### config.mk
export PLATFORM = sky130hd
export DESIGN_NAME = memo_lsu
export DESIGN_NICKNAME = d
export VERILOG_FILES = /design/src/rtl/memo_lsu.sv
export SDC_FILE = /design/constraint.sdc
export NUM_CORES = 1
export LEC_CHECK = 0
export ABC_AREA = 1
export ABC_CLOCK_PERIOD_IN_PS = 4830
export CORE_ASPECT_RATIO = 1.4
export CORE_MARGIN = 4
export CORE_UTILIZATION = 50
export DETAILED_ROUTE_END_ITERATION = 16
export PLACE_DENSITY = 0.83
export SYNTH_ARGS = -nofsm -noshare
export SYNTH_HDL_FRONTEND = slang
export SYNTH_SLANG_ARGS = --single-unit
### constraint.sdc
create_clock -name clock -period 4.83 [get_ports clock]
set_clock_uncertainty 0.2 [all_clocks]
set_input_delay 1.2075 -clock clock [delete_from_list [all_inputs] [get_ports clock]]
set_output_delay 1.2075 -clock clock [all_outputs]
set_load 0.02 [all_outputs]
### src/rtl/memo_lsu.sv
// Load/store unit in front of the 64x8 byte memory: splits byte/half/word requests into
// single-byte accesses, hides the one-cycle read latency and returns one response per request.
module memo_lsu #(
  parameter int AW   = 6,
  parameter int XLEN = 32
) (
  input  logic            clock,
  input  logic            reset,
  input  logic            req_valid,
  output logic            req_ready,
  input  logic            req_we,
  input  logic [1:0]      req_size,
  input  logic            req_unsigned,
  input  logic [AW-1:0]   req_addr,
  input  logic [XLEN-1:0] req_wdata,
  output logic            resp_valid,
  output logic            resp_err,
  output logic [XLEN-1:0] resp_rdata,
  output logic [AW-1:0]   mem_address,
  output logic [7:0]      mem_data,
  output logic            mem_wren,
  input  logic [7:0]      mem_q,
  output logic [1:0]      dbg_state
);

  // Request handshake: a request transfers on a rising edge where req_valid and
  // req_ready are both high; req_ready is high only in IDLE. Responses are a
  // single-cycle resp_valid strobe with no backpressure.

  typedef enum logic [1:0] {
    S_IDLE   = 2'd0,
    S_ACCESS = 2'd1,
    S_WAIT   = 2'd2,
    S_RESP   = 2'd3
  } state_e;

  state_e          state_q;
  logic            we_q;
  logic [1:0]      size_q;
  logic            uns_q;
  logic [AW-1:0]   addr_q;
  logic [XLEN-1:0] wdata_q;
  logic [1:0]      idx_q;
  logic [1:0]      last_q;
  logic [XLEN-1:0] buf_q;
  logic            resp_valid_q;
  logic            resp_err_q;
  logic [XLEN-1:0] resp_rdata_q;
  logic [AW-1:0]   mem_address_q;
  logic [7:0]      mem_data_q;
  logic            mem_wren_q;

  logic            req_bad_d;
  logic [1:0]      req_last_d;
  logic [1:0]      idx_nxt_d;
  logic [1:0]      idx_prev_d;
  logic [XLEN-1:0] word_d;
  logic [XLEN-1:0] rdata_d;

  always_comb begin
    req_bad_d  = (req_size == 2'd3) ||
                 ((req_size == 2'd1) && req_addr[0]) ||
                 ((req_size == 2'd2) && (req_addr[1:0] != 2'd0));
    req_last_d = (req_size == 2'd0) ? 2'd0 : (req_size == 2'd1) ? 2'd1 : 2'd3;
    idx_nxt_d  = idx_q + 2'd1;
    idx_prev_d = idx_q - 2'd1;
    // The final byte arrives on mem_q during WAIT, so merge it in before extending.
    word_d = buf_q;
    word_d[{last_q, 3'b000} +: 8] = mem_q;
    case (size_q)
      2'd0:    rdata_d = uns_q ? {{(XLEN-8){1'b0}}, word_d[7:0]}
                               : {{(XLEN-8){word_d[7]}}, word_d[7:0]};
      2'd1:    rdata_d = uns_q ? {{(XLEN-16){1'b0}}, word_d[15:0]}
                               : {{(XLEN-16){word_d[15]}}, word_d[15:0]};
      default: rdata_d = word_d;
    endcase
  end

  always_ff @(posedge clock or posedge reset) begin
    if (reset) begin
      state_q       <= S_IDLE;
      we_q          <= 1'b0;
      size_q        <= 2'd0;
      uns_q         <= 1'b0;
      addr_q        <= '0;
      wdata_q       <= '0;
      idx_q         <= 2'd0;
      last_q        <= 2'd0;
      buf_q         <= '0;
      resp_valid_q  <= 1'b0;
      resp_err_q    <= 1'b0;
      resp_rdata_q  <= '0;
      mem_address_q <= '0;
      mem_data_q    <= 8'd0;
      mem_wren_q    <= 1'b0;
    end else begin
      case (state_q)
        S_IDLE: begin
          resp_valid_q  <= 1'b0;
          resp_err_q    <= 1'b0;
          resp_rdata_q  <= '0;
          mem_address_q <= '0;
          mem_data_q    <= 8'd0;
          mem_wren_q    <= 1'b0;
          if (req_valid) begin
            we_q    <= req_we;
            size_q  <= req_size;
            uns_q   <= req_unsigned;
            addr_q  <= req_addr;
            wdata_q <= req_wdata;
            idx_q   <= 2'd0;
            last_q  <= req_last_d;
            buf_q   <= '0;
            if (req_bad_d) begin
              state_q      <= S_RESP;
              resp_valid_q <= 1'b1;
              resp_err_q   <= 1'b1;
            end else begin
              state_q       <= S_ACCESS;
              mem_address_q <= req_addr;
              mem_wren_q    <= req_we;
              mem_data_q    <= req_wdata[7:0];
            end
          end
        end
        S_ACCESS: begin
          // mem_q now holds the byte addressed in the previous ACCESS cycle.
          if (!we_q && (idx_q != 2'd0)) begin
            buf_q[{idx_prev_d, 3'b000} +: 8] <= mem_q;
          end
          if (idx_q == last_q) begin
            mem_address_q <= '0;
            mem_data_q    <= 8'd0;
            mem_wren_q    <= 1'b0;
            if (we_q) begin
              state_q      <= S_RESP;
              resp_valid_q <= 1'b1;
            end else begin
              state_q <= S_WAIT;
            end
          end else begin
            idx_q         <= idx_nxt_d;
            mem_address_q <= addr_q + AW'(idx_nxt_d);
            mem_data_q    <= wdata_q[{idx_nxt_d, 3'b000} +: 8];
          end
        end
        S_WAIT: begin
          buf_q        <= word_d;
          state_q      <= S_RESP;
          resp_valid_q <= 1'b1;
          resp_rdata_q <= rdata_d;
        end
        default: begin
          state_q      <= S_IDLE;
          resp_valid_q <= 1'b0;
          resp_err_q   <= 1'b0;
          resp_rdata_q <= '0;
        end
      endcase
    end
  end

  assign req_ready   = (state_q == S_IDLE);
  assign resp_valid  = resp_valid_q;
  assign resp_err    = resp_err_q;
  assign resp_rdata  = resp_rdata_q;
  assign mem_address = mem_address_q;
  assign mem_data    = mem_data_q;
  assign mem_wren    = mem_wren_q;
  assign dbg_state   = state_q;

endmodule

Yosys cells after proc, flatten, opt, wreduce, memory -nomap -nowiden
Index checks and enable logic that the tools add are counted.
{"block": "word_totals", "reg_bits": 129, "out_inout_bits": 52, "elab_cells": 94}
{"block": "classes", "reduce_logical": 20, "shifts": 5, "mux": 37, "add_sub_neg": 5, "n_eq_ne": 12}
{"cell": "32-bit 2-to-1 mux", "n": 4}
{"cell": "32-bit case mux with 2 select lines", "n": 2}
{"cell": "32-bit case mux with 3 select lines", "n": 1}
{"cell": "32-bit bitwise mux", "n": 2}
{"cell": "8-bit by 7-bit variable shift with 32-bit output, first input constant", "n": 2}
{"cell": "8-bit by 7-bit indexed part select with 32-bit output", "n": 2}
{"cell": "32-bit by 6-bit indexed part select with 8-bit output", "n": 1}
{"cell": "8-bit 2-to-1 mux", "n": 3}
{"cell": "6-bit 2-to-1 mux", "n": 3}
{"cell": "8-bit case mux with 2 select lines", "n": 1}
{"cell": "2-bit 2-to-1 mux", "n": 7}
{"cell": "5-bit negator with 7-bit output", "n": 2}
{"cell": "6-bit case mux with 2 select lines", "n": 1}
{"cell": "2-bit != test, second input constant", "n": 5}
{"cell": "1-bit 2-to-1 mux", "n": 8}
{"cell": "2-bit AND reduction", "n": 4}
{"cell": "6-bit by 2-bit adder with 6-bit output", "n": 1}
{"cell": "2-bit by 1-bit equality test with 1-bit output, second input constant", "n": 3}
{"cell": "2-bit equality test, second input constant", "n": 3}
{"cell": "2-bit zero test", "n": 3}
{"cell": "2-bit case mux with 3 select lines", "n": 1}
{"cell": "3-bit AND reduction", "n": 2}
{"cell": "2-bit nonzero test", "n": 3}
{"cell": "1-bit case mux with 2 select lines", "n": 2}
{"cell": "other kinds (10)", "n": 13}

Longest topological paths before layout
Gate-level depths: netlist of the first run.
{"block": "depth", "depth_word": 7, "depth_mapped": 12}

Worst setup path after synthesis of the first run
OpenSTA, ideal clock, no wires.
{"block": "synth_timing", "path_kind": "register to register", "start": "register idx_q[0]", "end": "register mem_address_q[4] (netlist: mem_address[4])", "stages_incl_launch_ff": 12, "period_less_slack_ps": 2446, "t_arrival_ps": 2181, "required_ps": 4564, "path_slack_ps": 2384, "path_buffers": 2, "cell_sequence": "dfrtp_1 > buf_4 > inv_2 > clkbuf_1 > ha_1 > fa_1 > nand3_1 > xor2_1 > nand2_1 > nand2_1 > nand2_1 > nand2_1"}
{"block": "synth_via", "elab_chain_cells": 4, "word_cells_on_any_way": 5}
{"item": "start, declared", "line": "43", "text": "logic [1:0] idx_q;"}
{"item": "start signal, assigned", "line": "142", "text": "idx_q <= idx_nxt_d;"}
{"item": "2-bit by 1-bit adder with 2-bit output", "line": "65", "text": "idx_nxt_d = idx_q + 2'd1;"}
{"item": "6-bit by 2-bit adder with 6-bit output", "line": "143", "text": "mem_address_q <= addr_q + AW'(idx_nxt_d);"}
{"item": "6-bit 2-to-1 mux *", "line": "131", "text": "if (idx_q == last_q) begin"}
{"item": "6-bit case mux with 2 select lines *", "line": "97", "text": "case (state_q)"}
{"item": "end signal, assigned", "line": "120", "text": "mem_address_q <= req_addr;"}
{"item": "end signal, assigned", "line": "143"}
{"item": "end, declared", "line": "49", "text": "logic [AW-1:0] mem_address_q;"}
Every way passes the cells marked *; elsewhere a longest branch is shown, timed or not.
A chain may end at the register's enable or synchronous reset.

Worst setup path after layout of the first run
{"block": "layout_timing", "start": "register state_q[1] (netlist: dbg_state[1])", "end": "output port req_ready"}
{"block": "layout_via", "elab_chain_cells": 1}
{"item": "start, declared", "line": "37", "text": "state_e state_q;"}
{"item": "start signal, assigned", "line": "81", "text": "state_q <= S_IDLE;"}
{"item": "start signal, assigned", "line": "115", "text": "state_q <= S_RESP;"}
{"item": "start signal, assigned", "line": "119", "text": "state_q <= S_ACCESS;"}
{"item": "2-bit zero test", "line": "163", "text": "assign req_ready = (state_q == S_IDLE);"}
{"item": "end, declared", "line": "10", "text": "output logic req_ready,"}
Every way passes these cells.

==> results of run 1 <==
-- layout make-up --
class,instances,area (um2)
clock buffer,17,425.4
clock inverter,14,177.7
fill,1260,5359
inverter,85,327.8
multi-input combinational,779,3583
sequential,129,3228
tap,189,236.5
timing repair buffer,111,1106
-- sequential cells by signal, summed over array words and instances, names as in the netlist --
name	count
resp_valid	1
mem_wren	1
size_q	2
idx_q	2
dbg_state	2
we_q	1
buf_q	32
resp_rdata	32
addr_q	6
wdata_q	32
mem_data	8
uns_q	1
mem_address	6
resp_err	1
last_q	2
-- worst max-delay path by stage --
stage,start,endpoint,cells past startpoint,slack (ns)
2_1_floorplan,reset,addr_q[0]$_DFFE_PP0P_,1,1.83
3_3_place_gp,req_valid,last_q[0]$_DFFE_PP0P_,6,1.64
3_5_place_dp,req_valid,size_q[0]$_DFFE_PP0P_,6,1.61
4_1_cts,dbg_state[0]$_DFFE_PP0P_,req_ready,3,1.57
5_1_grt,dbg_state[1]$_DFFE_PP0P_,idx_q[1]$_DFFE_PP0P_,7,1.43
6_report,dbg_state[1]$_DFFE_PP0P_,req_ready,3,1.59
-- power by group --
part | switching (mW) | total, mW | internal [mW] | leakage [nW]
sequential | 0.316 | 1.84 | 1.52 | 1.69
clock | 0.506 | 1.32 | 0.816 | 0.295
combinational | 2.10 | 3.18 | 1.08 | 2.65
-- synth_stat cells, types with 4 or more instances --
cell type  instances
clkinv_1           8
buf_2             12
o21a_1            10
nand2_2            5
nor2_1            54
o21ai_1            4
clkbuf_1          32
nand2_1          470
o21ai_0          101
o211ai_1          39
ha_1              16
nand3_1           40
inv_1             73
a21oi_1           22
dfrtp_1          129
-- stage by stage --
step	setup WS, ns	power [mW]	hold WS [ns]	util
6_report	1.589	6.341	0.2759	0.6290
5_1_grt	1.427	6.844	0.2931	0.6290
4_1_cts	1.575	6.335	0.2802	0.6290
3_5_place_dp	1.608	4.987	0.2648	0.5872
3_3_place_gp	1.645	4.921	0.2599	0.5872
2_1_floorplan	1.827	4.059	0.2478	-
-- worst max-delay path: stages, from the launching register on --
cell             delay [ns]
dfrtp_1                0.43
inv_1                  0.10
ha_1                   0.25
clkdlybuf4s50_1        0.64
-- metal layers --
metal  share of wire  track usage  vias to the layer above
met3           0.064      0.04052                       42
li1                -            -                     3472
met1            0.40       0.2908                     3233
met4           0.029      0.09119                        0
met2            0.50       0.4137                      284
met5               0            0                        -
-- cell families after synthesis --
kind of cell	after synthesis
DFF	129
buffers and inverters	137
adders and majority gates	17
and+or+nand+nor	580
xor gates and xnor gates	2
AOI/OAI and AO/OA	180
==> run summary, run 1 <==
status: finished clean
initial antenna violation count: 0
Hold Startpoint: resp_rdata[21]$_DFFE_PP0N_
first drt pass iteration count: 5
largest family of logic cells by synthesized area: simple AND/OR/NAND/NOR gates
commonest cells after routing, fill and taps aside: nand2_1 (470), dfrtp_1 (129), clkdlybuf4s50_1 (104)
grt ovf: 0
crit-path max FO: 5
non-filler instance count after layout: 1,324
Via-to-Cell Ratio: 5.310
CTS Buf Count: 17
CP Capture Type: output pin
port buffer count: 104
fin nets: 1,193
first-pass GRT wire length: 32,230 um
#FFs+latches synth: 129
# clock sinks: 129
Final Hold Vio Count: 0
dpl cells: 1,293
R2R setup slack: 1.74 ns
Design Area, Final: 9085 um2
routability cong.: 0.8759
CP Data Arrival Time: 1.83 ns
largest net degree at the start of global routing: 130
Root Buffer Master: clkbuf_16
Top FF cell, synth: dfrtp_1
fmax: 308.6 MHz
Critical Path RT: 3.42 ns
final setup TNS: 0 ns
Worst R2R End: idx_q[1]$_DFFE_PP0P_
Setup Fix Bufs, Post-CTS: 0
worst hold path depth: 2
drt wl/cell: 14.62 um
static leakage: 4.634 nW
CTS H-tree lvls: 4
global-route usage over all layers: 0.2354
DR DRC count: 0
relative slew slack: 0.3371
Diodes inserted: 0
WHS Endpoint: resp_rdata[21]$_DFFE_PP0N_
Tmin final: 3.241 ns
CP Class: flip-flop to output pin
Area Overhead vs Synth: 23.19%
Final HPWL DP: 12,960 um
initial core utilization: 0.5106
Post-synth EDFFs: 0
number of global-route vias before repair: 6,677
final setup fails: 0
Post-DRT Antenna Nets: 0
sequential fraction of the synthesis area: 0.4377
Synth Area in Adders: 0.02986
CTS tree: done
RSZ-0062 raised after global routing: false
die area: 16,780 um2
DR iter-0 viols: 442
fin crit share: 0.6710
Max rail drop VDD: 0.4023 mV
Yosys top cell area share: 0.4377
layout cells sized above 1: 0.05286
max cap viols: 0
Synth Cell Area: 7375 um2
CP Launch Type: flip-flop
WL final: 19,360 um
XOR/XNOR Fraction of Synth Area: 0.002375
multiplexer area fraction after synthesis: 0
Slew Viols, Final: 0
Cell Pwr Density: 697.9 nW/um2
I/O pin cnt: 105
synth top area cells: dfrtp_1 (44%), nand2_1 (24%), o21ai_0 (6.9%), o211ai_1 (4.0%), inv_1 (3.7%)
worst-skew pair later-pin latency: 0.42 ns
Mapped Nets: 1,115
Die H: 151.7 um
Worst-path clk slew: 0.06 ns
commonest non-fill, non-tap cell in the layout: nand2_1
Post-Synth Simple-Gate Area: 0.3118
Rows: 52
Cells after Synth: 1,045
Hold-fix buffers, CTS: 0
Yosys warnings: 0
Worst-Margin Slew: 0.9907 ns
unique cell type count in the Yosys netlist: 32
Clock Tree Buf Depth: 2
via count: 7,031
Yosys top cell by area: dfrtp_1
Avg Cell Area, Syn: 7.057 um2
die width: 110.6 um
reg2reg start: dbg_state[1]$_DFFE_PP0P_
Hold Crit Class: flip-flop to flip-flop
Async S/R FF share, synth: 1.000
CTS resizes: 0
core area: 14,440 um2
placed cell areas: 8482 um2
post-synthesis compound-gate area fraction: 0.1412
FF-to-FF path depth: 7
(Power assumes the default switching activity.)
==> run 2, diff against run 1 <==
--- a/config.mk
+++ b/config.mk
@@ -6,7 +6,7 @@
 export NUM_CORES = 1
 export LEC_CHECK = 0
 export ABC_AREA = 1
-export ABC_CLOCK_PERIOD_IN_PS = 4830
+export ABC_CLOCK_PERIOD_IN_PS = 2950
 export CORE_ASPECT_RATIO = 1.4
 export CORE_MARGIN = 4
 export CORE_UTILIZATION = 50
==> constraint.sdc (replaced) <==
create_clock -name clock -period 2.95 [get_ports clock]
set_clock_uncertainty 0.2 [all_clocks]
set_input_delay 0.7375 -clock clock [delete_from_list [all_inputs] [get_ports clock]]
set_output_delay 0.7375 -clock clock [all_outputs]
set_load 0.02 [all_outputs]
==> run 2 against run 1 <==
Compared with the run above: global-route usage is 0.71 points higher; die area stayed put; critical path type unchanged; cell count is 1.1% higher; clock-buffer cell count is 3 higher; worst hold slack worse by 0.00050 ns; critical path depth stayed put.
==> run summary, run 2 (synthesis gave the netlist of run 1 again) <==
slowest stage cell, crit path: clkdlybuf4s50_1
status: finished clean
Rows: 52 (unchanged)
dpl cells: 1,306 (+1.0%)
grt ovf: 0 (unchanged)
CP Buf/Inv Count: 2 (unchanged)
CTS H-tree lvls: 4 (unchanged)
Sw Ratio: 0.4556 (-0.005320)
Sw Pwr: 4.889 mW (+67%)
drt wl/cell: 14.98 um (+2.4%)
layout cells sized above 1: 0.06179 (+0.008929)
global-route usage over all layers: 0.2425 (+0.007103)
P_int: 5.843 mW (+71%)
non-filler instance count after layout: 1,338 (+1.1%)
Clock Power Share: 0.211 (+0.003)
Worst-path clk slew: 0.06 ns (about the same)
Post-DRT Antenna Nets: 0 (unchanged)
Setup Fix Bufs, Post-CTS: 0 (unchanged)
max cap viols: 0 (unchanged)
fin crit share: 0.9529
initial core utilization: 0.5106 (unchanged)
Comb power frac: 0.514 (+0.012)
final core utilization: 0.6399 (+0.01092)
Hold Crit Class: flip-flop to flip-flop
fin nets: 1,206 (+1.1%)
final setup TNS: 0 ns (unchanged)
commonest cells after routing, fill and taps aside: nand2_1 (470), dfrtp_1 (129), clkdlybuf4s50_1 (104)
RSZ-0062 raised after global routing: false
core area: 14,440 um2 (unchanged)
Die H: 151.7 um (unchanged)
DR iter-0 viols: 454 (+2.7%)
crit-path max FO: 5 (unchanged)
Flop pwr share: 0.275 (-0.015)
CTS Buf Count: 17 (unchanged)
port buffer count: 104 (unchanged)
worst-skew pair later-pin latency: 0.42 ns (about the same)
Tmin final: 2.811 ns
DR DRC count: 0 (unchanged)
via count: 7,249 (+3.1%)
CP Class: flip-flop to output pin
I/O pin cnt: 105 (unchanged)
CP top delay family: buffers and inverters
Worst-Margin Slew: 0.7617 ns (-0.2289 ns)
dpl ws: 0.5245 ns (-1.083 ns)
fmax: 355.7 MHz
die area: 16,780 um2 (unchanged)
relative slew slack: 0.4922 (+0.1551)
Slew Viols, Final: 0 (unchanged)
Final WS setup: 0.1390 ns (-1.450 ns)
CP Capture Type: output pin
worst-path cell chain: inv_1, ha_1, clkdlybuf4s50_1
first drt pass iteration count: 8 (+3)
# clock sinks: 129 (unchanged)
Root Buffer Master: clkbuf_16
CP Data Arrival Time: 1.87 ns (+0.04 ns)
Diodes inserted: 0 (unchanged)
CP Launch Type: flip-flop
Final Hold Vio Count: 0 (unchanged)
Hold-fix buffers, CTS: 0 (unchanged)
final setup fails: 0 (unchanged)
WL final: 20,040 um (+3.5%)
CTS tree: done
Area Overhead vs Synth: 25.33%
number of global-route vias before repair: 7,004 (+4.9%)
Cell Pwr Density: 1161 nW/um2 (+66%)
Critical Path RT: 2.01 ns (-1.41 ns)
first-pass GRT wire length: 33,500 um (+3.9%)
static leakage: 4.707 nW (+1.6%)
Via-to-Cell Ratio: 5.418 (+2.0%)
routability cong.: 0.9356 (+6.8%)
initial antenna violation count: 0 (unchanged)
Clock Tree Buf Depth: 2 (unchanged)
Max rail drop VDD: 0.6594 mV (+64%)
crit-path max cell delay: 0.64 ns (about the same)
commonest non-fill, non-tap cell in the layout: nand2_1
die width: 110.6 um (unchanged)
Final HPWL DP: 13,390 um (+3.4%)
CTS resizes: 0 (unchanged)
largest net degree at the start of global routing: 79 (-39%)
## run 2: cell count changes in the layout (fill, tap and decap cells not counted), sizes merged
cell      previous run  this run
clkinv              13        10
inv                 81        78
clkbuf              17        20
clkinvlp             2         5
bufinv               3         4
buf                  7        20
## run 2: metrics by stage
| step | instance area [um2] | hold slack, ns | power (mW) |
|---|---|---|---|
| 2_1_floorplan | 7378 | 0.2478 | 6.646 |
| 3_3_place_gp | 8615 | 0.2607 | 8.274 |
| 3_5_place_dp | 8615 | 0.2645 | 8.378 |
| 4_1_cts | 9243 | 0.2801 | 10.70 |
| 5_1_grt | 9243 | 0.2962 | 11.52 |
| 6_report | 9243 | 0.2753 | 10.73 |
## run 2: layout make-up
cell class                      count  area, um2
Clock buffer                       20      446.7
Clock inverter                     12      181.4
Fill cell                        1238       5201
Inverter                           85      327.8
Multi-Input combinational cell    779       3581
Sequential cell                   129       3228
Tap cell                          189      236.5
Timing Repair Buffer              124       1241
## run 2: worst reg2reg max path, stage by stage (launching register included)
cell and delay [ns]:
dfrtp_1 0.55, inv_6 0.07, ha_1 0.42, nand2_2 0.19, nor2_2 0.38, nand2_1 0.18
nand2_1 0.09, nand2_1 0.05, nand2_1 0.08, nand2_1 0.05, nand2_1 0.06
## run 2: power groups by stage
stage               clock, mW  sequential [mW]  combinational (mW)
floorplan                   0             3.19                3.46
global placement            0             2.94                5.33
detailed placement          0             2.97                5.41
CTS                      2.27             2.95                5.47
global route             2.36             3.04                6.12
finish                   2.26             2.95                5.51
## run 2: metal layers
layer	routed length (um)	track usage	vias up	part of all wire
met4	825	0.1158	0	0.041
met2	9761	0.4189	372	0.49
met3	1495	0.04092	73	0.075
met5	0	0	-	0
met1	7955	0.2972	3300	0.40
li1	-	-	3504	-
## run 2: worst paths after layout
check / depth (start not counted) / slack (ns) / end / start
worst max-delay path: 3 / 0.14 / req_ready / dbg_state[0]$_DFFE_PP0P_
worst min-delay path: 2 / 0.28 / resp_rdata[9]$_DFFE_PP0N_ / resp_rdata[9]$_DFFE_PP0N_
worst max register to register: 10 / 0.57 / buf_q[22]$_DFFE_PP0P_ / last_q[0]$_DFFE_PP0P_
worst min register to register: 2 / 0.28 / resp_rdata[9]$_DFFE_PP0N_ / resp_rdata[9]$_DFFE_PP0N_
max in group asynchronous: 3 / 1.58 / buf_q[7]$_DFFE_PP0P_ / reset
min in group asynchronous: 3 / 0.57 / buf_q[13]$_DFFE_PP0P_ / reset
